$ cat src/rtl/pipeline_stall_ctrl_if.sv
// -----------------------------------------------------------------------------
// pipeline_stall_ctrl_if
// Bundles the hazard inputs and the per-stage control outputs of the
// pipeline stall sequencer.
//   master : pipeline side; drives hazard/status inputs and receives controls
//   slave  : stall controller side
// Signals:
//   start_i         pipeline run enable
//   mem_req_i       MEM-stage instruction accesses data memory
//   mem_ack_i       data memory access complete this cycle
//   IDEX_MemRead_i  EX-stage instruction is a load
//   IDEX_RDaddr_i   EX-stage destination register
//   IFID_RS1addr_i  ID-stage source 1
//   IFID_RS2addr_i  ID-stage source 2
//   branch_i        branch taken, resolved in ID
//   PC_en_o .. MEMWB_en_o  per-stage update enables (1 = capture)
//   IFID_flush_o    IF/ID loads NOP
//   IDEX_bubble_o   ID/EX loads zeroed control signals
//   err_o           sticky miss-timeout error
// -----------------------------------------------------------------------------
interface pipeline_stall_ctrl_if;
  logic       start_i;
  logic       mem_req_i;
  logic       mem_ack_i;
  logic       IDEX_MemRead_i;
  logic [4:0] IDEX_RDaddr_i;
  logic [4:0] IFID_RS1addr_i;
  logic [4:0] IFID_RS2addr_i;
  logic       branch_i;
  logic       PC_en_o;
  logic       IFID_en_o;
  logic       IDEX_en_o;
  logic       EXMEM_en_o;
  logic       MEMWB_en_o;
  logic       IFID_flush_o;
  logic       IDEX_bubble_o;
  logic       err_o;

  modport master (
    output start_i, mem_req_i, mem_ack_i, IDEX_MemRead_i, IDEX_RDaddr_i,
           IFID_RS1addr_i, IFID_RS2addr_i, branch_i,
    input  PC_en_o, IFID_en_o, IDEX_en_o, EXMEM_en_o, MEMWB_en_o,
           IFID_flush_o, IDEX_bubble_o, err_o
  );

  modport slave (
    input  start_i, mem_req_i, mem_ack_i, IDEX_MemRead_i, IDEX_RDaddr_i,
           IFID_RS1addr_i, IFID_RS2addr_i, branch_i,
    output PC_en_o, IFID_en_o, IDEX_en_o, EXMEM_en_o, MEMWB_en_o,
           IFID_flush_o, IDEX_bubble_o, err_o
  );
endinterface

$ cat src/rtl/pipeline_stall_ctrl.sv
// -----------------------------------------------------------------------------
// pipeline_stall_ctrl
// Central hazard/stall sequencer for a 5-stage pipeline. Produces per-stage
// update enables plus IF/ID flush and ID/EX bubble controls, resolving (in
// priority order) data-memory miss, load-use hazard and taken branch.
// A miss-wait FSM (RUN / MISS_WAIT / ERR) freezes the pipe until mem_ack_i,
// with a watchdog that parks in ERR after MISS_TIMEOUT unacknowledged
// wait cycles.
// Ports:
//   clk_i   clock, rising edge
//   rst_i   asynchronous reset, active-low (also forces all controls low)
//   bus     pipeline_stall_ctrl_if.slave, hazard inputs and stage controls
//   perf_miss_o / perf_loaduse_o / perf_flush_o (only with STALL_PERF_CNT_EN)
//           saturating 32-bit cycle counters for miss freeze, bubble, flush
// Parameters:
//   MISS_TIMEOUT  max wait cycles for mem_ack_i before ERR (2..2^CNT_W-1)
//   CNT_W         width of the miss-wait counter
// Optional feature macro: STALL_PERF_CNT_EN
// -----------------------------------------------------------------------------
module pipeline_stall_ctrl #(
  parameter int MISS_TIMEOUT = 256,
  parameter int CNT_W        = 9
) (
  input  logic                  clk_i,
  input  logic                  rst_i,
  pipeline_stall_ctrl_if.slave  bus
`ifdef STALL_PERF_CNT_EN
  ,
  output logic [31:0]           perf_miss_o,
  output logic [31:0]           perf_loaduse_o,
  output logic [31:0]           perf_flush_o
`endif
);

  typedef enum logic [1:0] {
    ST_RUN       = 2'd0,
    ST_MISS_WAIT = 2'd1,
    ST_ERR       = 2'd2
  } state_t;

  // Last counter value of the wait window; no-ack there means timeout.
  localparam logic [CNT_W-1:0] LP_CNT_LAST = CNT_W'(MISS_TIMEOUT - 1);

  state_t           r_state;
  state_t           w_state_next;
  logic [CNT_W-1:0] r_cnt;
  logic [CNT_W-1:0] w_cnt_next;
  logic             w_issue;      // pipe may advance this cycle (not memory-frozen)
  logic             w_load_use;
  logic             w_front_en;
  logic             w_back_en;
  logic             w_flush;
  logic             w_bubble;

  always_ff @(posedge clk_i or negedge rst_i) begin
    if (!rst_i) begin
      r_state <= ST_RUN;
      r_cnt   <= '0;
    end else begin
      r_state <= w_state_next;
      r_cnt   <= w_cnt_next;
    end
  end

  // Register 0 is hardwired, so a load targeting it never creates a hazard.
  assign w_load_use = bus.IDEX_MemRead_i &&
                      (bus.IDEX_RDaddr_i != 5'd0) &&
                      ((bus.IDEX_RDaddr_i == bus.IFID_RS1addr_i) ||
                       (bus.IDEX_RDaddr_i == bus.IFID_RS2addr_i));

  // Next-state logic. With start_i low nothing advances: state and counter hold.
  always_comb begin
    w_state_next = r_state;
    w_cnt_next   = r_cnt;
    w_issue      = 1'b0;
    if (bus.start_i) begin
      case (r_state)
        ST_RUN: begin
          if (bus.mem_req_i && !bus.mem_ack_i) begin
            w_state_next = ST_MISS_WAIT;
            w_cnt_next   = '0;
          end else begin
            w_issue = 1'b1;
          end
        end
        ST_MISS_WAIT: begin
          // An ack on the final wait cycle still wins over the timeout.
          if (bus.mem_ack_i) begin
            w_issue      = 1'b1;
            w_state_next = ST_RUN;
          end else if (r_cnt == LP_CNT_LAST) begin
            w_state_next = ST_ERR;
          end else begin
            w_cnt_next = r_cnt + CNT_W'(1);
          end
        end
        default: begin
          w_state_next = r_state;
        end
      endcase
    end
  end

  // Load-use outranks branch: the branch is dropped during the bubble cycle
  // and re-evaluated once the dependent instruction advances.
  assign w_front_en = rst_i && w_issue && !w_load_use;
  assign w_back_en  = rst_i && w_issue;
  assign w_bubble   = rst_i && w_issue && w_load_use;
  assign w_flush    = rst_i && w_issue && !w_load_use && bus.branch_i;

  assign bus.PC_en_o       = w_front_en;
  assign bus.IFID_en_o     = w_front_en;
  assign bus.IDEX_en_o     = w_back_en;
  assign bus.EXMEM_en_o    = w_back_en;
  assign bus.MEMWB_en_o    = w_back_en;
  assign bus.IFID_flush_o  = w_flush;
  assign bus.IDEX_bubble_o = w_bubble;
  assign bus.err_o         = (r_state == ST_ERR);

`ifdef STALL_PERF_CNT_EN
  logic [2:0]       w_perf_evt;
  logic [2:0][31:0] w_perf_val;

  // Running, not in ERR and not issuing can only mean a memory freeze.
  assign w_perf_evt[0] = bus.start_i && !w_issue && (r_state != ST_ERR);
  assign w_perf_evt[1] = w_bubble;
  assign w_perf_evt[2] = w_flush;

  for (genvar gi = 0; gi < 3; gi++) begin : g_perf
    logic [31:0] r_perf;
    always_ff @(posedge clk_i or negedge rst_i) begin
      if (!rst_i) begin
        r_perf <= '0;
      end else if (w_perf_evt[gi] && (r_perf != 32'hFFFF_FFFF)) begin
        r_perf <= r_perf + 32'd1;
      end
    end
    assign w_perf_val[gi] = r_perf;
  end

  assign perf_miss_o    = w_perf_val[0];
  assign perf_loaduse_o = w_perf_val[1];
  assign perf_flush_o   = w_perf_val[2];
`endif

endmodule

$ cat src/flat_wrapper.sv
// flat-port wrapper written by rule: the top's interface ports become plain ports
module pipeline_stall_ctrl_flat 
#(
  parameter int MISS_TIMEOUT = 256,
  parameter int CNT_W        = 9
)
  (clk_i, rst_i, bus_start_i, bus_mem_req_i, bus_mem_ack_i, bus_IDEX_MemRead_i, bus_IDEX_RDaddr_i, bus_IFID_RS1addr_i, bus_IFID_RS2addr_i, bus_branch_i, bus_PC_en_o, bus_IFID_en_o, bus_IDEX_en_o, bus_EXMEM_en_o, bus_MEMWB_en_o, bus_IFID_flush_o, bus_IDEX_bubble_o, bus_err_o);
  pipeline_stall_ctrl_if bus_i ();
  input  logic clk_i;
  input  logic rst_i;
  input wire logic [$bits(bus_i.start_i)-1:0] bus_start_i;
  input wire logic [$bits(bus_i.mem_req_i)-1:0] bus_mem_req_i;
  input wire logic [$bits(bus_i.mem_ack_i)-1:0] bus_mem_ack_i;
  input wire logic [$bits(bus_i.IDEX_MemRead_i)-1:0] bus_IDEX_MemRead_i;
  input wire logic [$bits(bus_i.IDEX_RDaddr_i)-1:0] bus_IDEX_RDaddr_i;
  input wire logic [$bits(bus_i.IFID_RS1addr_i)-1:0] bus_IFID_RS1addr_i;
  input wire logic [$bits(bus_i.IFID_RS2addr_i)-1:0] bus_IFID_RS2addr_i;
  input wire logic [$bits(bus_i.branch_i)-1:0] bus_branch_i;
  output wire logic [$bits(bus_i.PC_en_o)-1:0] bus_PC_en_o;
  output wire logic [$bits(bus_i.IFID_en_o)-1:0] bus_IFID_en_o;
  output wire logic [$bits(bus_i.IDEX_en_o)-1:0] bus_IDEX_en_o;
  output wire logic [$bits(bus_i.EXMEM_en_o)-1:0] bus_EXMEM_en_o;
  output wire logic [$bits(bus_i.MEMWB_en_o)-1:0] bus_MEMWB_en_o;
  output wire logic [$bits(bus_i.IFID_flush_o)-1:0] bus_IFID_flush_o;
  output wire logic [$bits(bus_i.IDEX_bubble_o)-1:0] bus_IDEX_bubble_o;
  output wire logic [$bits(bus_i.err_o)-1:0] bus_err_o;
  assign bus_i.start_i = bus_start_i;
  assign bus_i.mem_req_i = bus_mem_req_i;
  assign bus_i.mem_ack_i = bus_mem_ack_i;
  assign bus_i.IDEX_MemRead_i = bus_IDEX_MemRead_i;
  assign bus_i.IDEX_RDaddr_i = bus_IDEX_RDaddr_i;
  assign bus_i.IFID_RS1addr_i = bus_IFID_RS1addr_i;
  assign bus_i.IFID_RS2addr_i = bus_IFID_RS2addr_i;
  assign bus_i.branch_i = bus_branch_i;
  assign bus_PC_en_o = bus_i.PC_en_o;
  assign bus_IFID_en_o = bus_i.IFID_en_o;
  assign bus_IDEX_en_o = bus_i.IDEX_en_o;
  assign bus_EXMEM_en_o = bus_i.EXMEM_en_o;
  assign bus_MEMWB_en_o = bus_i.MEMWB_en_o;
  assign bus_IFID_flush_o = bus_i.IFID_flush_o;
  assign bus_IDEX_bubble_o = bus_i.IDEX_bubble_o;
  assign bus_err_o = bus_i.err_o;
  pipeline_stall_ctrl #(.MISS_TIMEOUT(MISS_TIMEOUT), .CNT_W(CNT_W)) u_core (.clk_i(clk_i), .rst_i(rst_i), .bus(bus_i));
endmodule
$ cat config.mk
export PLATFORM = sky130hd
export DESIGN_NAME = pipeline_stall_ctrl_flat
export DESIGN_NICKNAME = d
export VERILOG_FILES = /design/src/rtl/pipeline_stall_ctrl_if.sv /design/src/rtl/pipeline_stall_ctrl.sv /design/src/flat_wrapper.sv
export SDC_FILE = /design/constraint.sdc
export NUM_CORES = 1
export LEC_CHECK = 0
export ABC_AREA = 0
export CAP_MARGIN = 25
export CORE_MARGIN = 4
export CORE_UTILIZATION = 42
export DETAILED_ROUTE_END_ITERATION = 16
export PLACE_DENSITY = 0.77
export SLEW_MARGIN = 15
export SYNTH_ARGS = -nofsm -noshare
export SYNTH_HDL_FRONTEND = slang
export SYNTH_SLANG_ARGS = --single-unit
$ cat constraint.sdc
create_clock -name clk_i -period 3.3 [get_ports clk_i]
set_clock_uncertainty 0.2 [all_clocks]
set_input_delay 0.33 -clock clk_i [delete_from_list [all_inputs] [get_ports clk_i]]
set_output_delay 0.33 -clock clk_i [all_outputs]
set_load 0.01 [all_outputs]
==> impl_metrics.tcl, run 1 <==
set metrics [dict create \
    status "finished, final reports clean" \
    pre_cts_ws_ns 0.400 \
    ys_seq_area_share_pct 35.1 \
    syn_area_um2 783 \
    critPathKind "reg -> reg" \
    period_share_pct 87.9 \
    dieArea_um2 2620 \
    synth_top_area_cell "dfrtp_1" \
    critPathLaunchType "register" \
    synth_cell_types 31 \
    hold_ws_ns 0.204 \
    synth_top_cell_area_share_pct 35.1 \
    max_slew_margin_pct 80.6 \
    cellLeakagePower_nw 0.454 \
    routabilityCongestion 0.836 \
    drt-total-wl_mm 2.01 \
    synth_flop_cell "dfrtp_1" \
    rr_endpoint "u_core.r_cnt[8]" \
    max_freq_mhz 345 \
    p_seq_share_pct 45.0 \
    core_um2 1750 \
    clock_latency_ns 0.27 \
    drive_gt1_share_pct 6.56 \
    avgRoutedWirePerCell_um 13.6 \
    cts_root_buffer "clkbuf_4" \
    r2r_slack_ns 0.40 \
    path_max_fanout 10 \
    grt_pass1_vias 704 \
    portBuffers 29 \
    hold_class "in -> async" \
    cts_resized 0 \
    start_util_pct 44.9 \
    drc 0 \
    worstPathArrival_ns 2.90 \
    synth_area_leaders "dfrtp_1, xnor2_1, o21ai_0, nand2_1, and3_1" \
    ys_ff_latch 11 \
    clock_sinks 11 \
    final_core_util_pct 64.5 \
    setup_viol 0 \
    grt_use_met3_pct 4.37 \
    grt_pass1_wl_mm 3.17 \
    fillCellCount 150 \
    gr-usage-met1_pct 19.3 \
    peakVddDrop_mv 0.336 \
    numCtsBuffers 3 \
    clkSlewWorstSetupHoldPaths_ns 0.07 \
    antenna_left 0 \
    area_growth_pct 43.8 \
    grt_use_total_pct 16.2 \
    switching_share_pct 29.5 \
    htreeDepth 1 \
    dp.final_hpwl_mm 1.64 \
    crit_required_ns 3.30 \
    report.final.slew_viol_count 0 \
    async_reset_ff_share_pct 100 \
    intPower_mw 0.258 \
    drt_iter0_drc 24 \
    syn_nets 114 \
    ys_warn_count 0 \
    overflow 0 \
    finalSetupTns_ns 0 \
    io_pins 30 \
    grt_antenna_before_repair 0 \
    hold_buffers 0 \
    rsz0062_at_grt "false" \
    end_kind "register" \
    drtPass1Iterations 4 \
    via_per_inst 5.20 \
    synth-edff-count 0 \
    r2r-start "u_core.r_cnt[0]" \
    r2r_cells 10 \
    rows 15 \
    maxCapViolations 0 \
    setup_slack_ns 0.400 \
    ctsLongestPathBuffers 2 \
    post_synth.cell_area_avg_um2 8.70 \
    comb_power_share_pct 29.5 \
    top_usage_layer "met2" \
    total_power_mw 0.366 \
    synthCells 90 \
    tritoncts "built" \
    grt_util_met2_pct 28.3 \
    fin_nets 147 \
    grt_max_degree 12 \
    cts_setup_buffers 0 \
    tightest_slew_ns 0.287 \
    clkPwrFrac_pct 25.5 \
    antenna_cells 0 \
    powerDensity_nw_per_um2 325 \
    vias 764 \
    power_switching_mw 0.108 \
    die_w_um 51.2 \
    hold_violations 0 \
    fin_crit_ns 2.90 \
    die_h_um 51.2 \
]
## flip-flops by register name, indices dropped and copies added, names as in the netlist
signal / count
u_core.r_cnt: 9
u_core.r_state: 2
## power groups by stage
stage | registers, mW | clock network [mW] | logic (mW)
6_report | 0.165 | 0.0934 | 0.108
5_1_grt | 0.167 | 0.106 | 0.117
4_1_cts | 0.165 | 0.0963 | 0.109
3_5_place_dp | 0.168 | 0 | 0.108
3_3_place_gp | 0.166 | 0 | 0.106
2_1_floorplan | 0.163 | 0 | 0.0583
## stage by stage
stage	instance area [um^2]	cells
5_1_grt	1130	147
4_1_cts	1130	147
3_3_place_gp	1100	143
6_report	1130	147
2_1_floorplan	783	90
3_5_place_dp	1100	143
## synthesized netlist by cell type, types with 3 or more instances
master / n
nand2b_1: 4
o21ai_0: 11
dfrtp_1: 11
nor2_1: 4
and3_1: 5
buf_4: 3
nand3_1: 5
xnor2_1: 10
nand2_1: 10
## metal layers
layer	up-vias	wire length [um]
met5	-	0
met4	0	22
met3	4	69
met2	15	1070
met1	358	841
li1	387	-
## logic make-up (layout without fill, tap and decap cells)
| kind of cell | count (synthesis) | after routing | share of synthesized area, % |
|---|---|---|---|
| simple gates | 37 | 37 | 25.4 |
| compound gates | 25 | 25 | 21.1 |
| flops | 11 | 11 | 35.1 |
| xor+xnor | 10 | 10 | 11.2 |
| buf+inv | 5 | 37 | 3.99 |
| fa+ha+maj | 2 | 2 | 3.19 |
## layout make-up
class	instances	area, um^2	area share, %
clock buffer	4	26.3	2.33
inverter	1	3.75	0.333
multi-input combinational	74	477	42.3
sequential	11	275	24.4
tap	25	31.3	2.78
timing repair buffer	32	313	27.8
## cell usage in the layout (no fill, tap or decap), types with 2 or more instances in the layout
cell and instances:
or3_1 2, clkdlybuf4s50_1 29, buf_4 3, and3_1 5
nor2_1 4, o21ai_0 11, nand2_1 10, clkbuf_4 3
o31ai_1 2, xnor2_1 10, a31oi_1 2, nor2b_1 2
nand2b_1 4, ha_1 2, nand3_1 5, dfrtp_1 11
## worst max path at each step
stage / depth (start not counted) / startpoint / end
3_3_place_gp: 5 / bus_IDEX_RDaddr_i[0] / bus_PC_en_o
5_1_grt: 10 / u_core.r_cnt[0] / u_core.r_cnt[8]
4_1_cts: 10 / u_core.r_cnt[0] / u_core.r_cnt[8]
6_report: 10 / u_core.r_cnt[0] / u_core.r_cnt[8]
2_1_floorplan: 9 / u_core.r_cnt[0] / u_core.r_cnt[7]
3_5_place_dp: 5 / bus_IDEX_RDaddr_i[0] / bus_IFID_en_o
## worst max-delay path: stages, from the launching register on
cell     delay, ns
dfrtp_1       0.42
ha_1          0.24
and3_1        0.22
and3_1        0.20
and3_1        0.18
ha_1          0.19
nand2_1       0.10
or4b_1        0.47
buf_4         0.19
or3_1         0.35
o21ai_1       0.08
(Power assumes the default switching activity.)
==> run 2: changes to the inputs <==
==> constraint.sdc (replaced) <==
create_clock -name clk_i -period 2.8 [get_ports clk_i]
set_clock_uncertainty 0.2 [all_clocks]
set_input_delay 0.28 -clock clk_i [delete_from_list [all_inputs] [get_ports clk_i]]
set_output_delay 0.28 -clock clk_i [all_outputs]
set_load 0.01 [all_outputs]
==> run 2 against run 1 <==
Against the previous run:
- power is 24% higher
- highest routed layer unchanged
- count of clock-buffer cells in the layout is the same
- via count grew 6.4%
- register-to-register slack lost 0.32 ns
- global-route usage rose by 0.28 points
- cell area grew 8.2%
- largest cell class unchanged
- worst hold slack worse by 0.037 ns
- routed wire length rose by 2.5%
- fmax up 6.5%
- sequential share of layout area fell by 1.9 points
- sequential power increased by 18%
==> impl_metrics.tcl, run 2 (synthesized netlist as in run 1, its figures left out) <==
set metrics [dict create \
    io_pins 30 \
    p_seq_share_pct 43.0 \
    period_share_pct 97.2 \
    grt_pass1_wl_mm 3.28 \
    via_per_inst 5.21 \
    path_max_fanout 3 \
    clkSlewWorstSetupHoldPaths_ns 0.07 \
    avgRoutedWirePerCell_um 13.2 \
    area_growth_pct 55.6 \
    power_switching_mw 0.132 \
    end_kind "register" \
    crit_required_ns 2.78 \
    antenna_cells 0 \
    cp_top_family "simple AND/OR/NAND/NOR gates" \
    rows 15 \
    die_h_um 51.2 \
    htreeDepth 1 \
    cp_slowest_cell "or4b_4" \
    postPlaceCellArea_um2 1150 \
    regArea_um2 275 \
    crit_cells 9 \
    final_core_util_pct 69.8 \
    vias 813 \
    worstPathCellList "ha_2 > and3_4 > and3_1 > and3_1 > ha_2 > nand2_2 > or4b_4 > or3_4 > o311ai_2" \
    hold_class "in -> async" \
    final_common_cell "clkdlybuf4s50_1" \
    critPathLaunchType "register" \
    tightest_slew_ns 0.332 \
    fin_crit_ns 2.72 \
    cellLeakagePower_nw 0.502 \
    hold_violations 0 \
    peakVddDrop_mv 0.310 \
    die_w_um 51.2 \
    critPathKind "reg -> reg" \
    multi_input_area_um2 498 \
    grt_pass1_vias 762 \
    antenna_left 0 \
    final_cell_mix "clkdlybuf4s50_1, o21ai_0, buf_4, dfrtp_1, xnor2_1" \
    overflow 0 \
    intPower_mw 0.320 \
    numCtsBuffers 3 \
    clkPwrFrac_pct 23.7 \
    drc 0 \
    worstPathArrival_ns 2.70 \
    grt_max_degree 12 \
    setup_viol 0 \
    powerDensity_nw_per_um2 371 \
    fillCellCount 141 \
    drtPass1Iterations 4 \
    dieArea_um2 2620 \
    hold_ws_ns 0.167 \
    ctsLongestPathBuffers 2 \
    tritoncts "built" \
    r2r_cells 9 \
    reg_top3 "u_core.r_cnt x9, u_core.r_state x2" \
    drt-total-wl_mm 2.06 \
    hold_buffers 0 \
    report.final.slew_viol_count 0 \
    max_slew_margin_pct 77.5 \
    status "finished, final reports clean" \
    switching_share_pct 29.2 \
    drive_gt1_share_pct 17.6 \
    routabilityCongestion 0.803 \
    fin_nets 156 \
    drt_iter0_drc 15 \
    max_flop_register "u_core.r_cnt" \
    r2r_slack_ns 0.08 \
    max_freq_mhz 367 \
    start_util_pct 44.9 \
    grt_use_total_pct 16.4 \
    cp.buffers_inverters 0 \
    cp_slowest_stage_delay_ns 0.48 \
    largest_reg_flops 9 \
    clock_latency_ns 0.27 \
    finalInstanceArea_um2 1220 \
    maxCapViolations 0 \
    portBuffers 29 \
    grt_antenna_before_repair 0 \
    core_um2 1750 \
    comb_power_share_pct 33.4 \
    cts_root_buffer "clkbuf_4" \
    dp.final_hpwl_mm 1.63 \
    clock_sinks 11 \
]
run 2: routing by layer:
layer | vias to the layer above | part of all wire (%) | track usage (%)
met5 | - | 0 | 0
met4 | 0 | 1.7 | 4.48
met3 | 4 | 3.3 | 4.37
met2 | 16 | 54 | 29.2
met1 | 382 | 41 | 19.2
li1 | 411 | - | -
run 2: per-stage QoR:
step                setup slack [ns]  total power [mW]  instances  TNS [ns]
detailed placement            0.0486             0.335        150         0
global route                 -0.0270             0.479        156   -0.0270
global placement              0.0911             0.331        150         0
floorplan                     0.0819             0.260         90         0
finish                        0.0773             0.452        156         0
CTS                           0.0282             0.449        154         0
run 2: path summary, 6_finish.rpt:
check / startpoint / end
min in group clk_i: u_core.r_cnt[6] / u_core.r_cnt[6]
worst min-delay path: rst_i / u_core.r_cnt[6]
worst max register to register: u_core.r_cnt[1] / u_core.r_cnt[7]
max in group asynchronous: rst_i / u_core.r_cnt[1]
worst max-delay path: u_core.r_cnt[1] / u_core.r_cnt[7]
worst min register to register: u_core.r_cnt[6] / u_core.r_cnt[6]
run 2: power groups by stage:
stage	sequential (mW)	clock [mW]	combinational (mW)
after floorplan	0.192	0	0.0687
after global placement	0.193	0	0.138
after detailed placement	0.194	0	0.142
after CTS	0.192	0.112	0.145
after global routing	0.195	0.119	0.164
final	0.194	0.107	0.151
run 2: what timing repair did:
item                       4_1_cts  5_1_grt
setup endpoints to repair        2        7
gates resized for setup          3        5
hold endpoints to repair         0        0
pin swaps                        0        1
buffers inserted                 0        2
run 2: cell type report:
type | count | area share [%]
multi-input combinational | 74 | 40.9
timing repair buffer | 41 | 31.5
sequential | 11 | 22.6
tap | 25 | 2.57
clock buffer | 4 | 2.16
inverter | 1 | 0.308
run 2: worst register-to-register path: cells and delay by family, from the launching register on:
kind	cells	cell delay (ns)
flops	1	0.39
simple gates	6	1.47
compound gates	1	0.20
fa+ha+maj	2	0.37
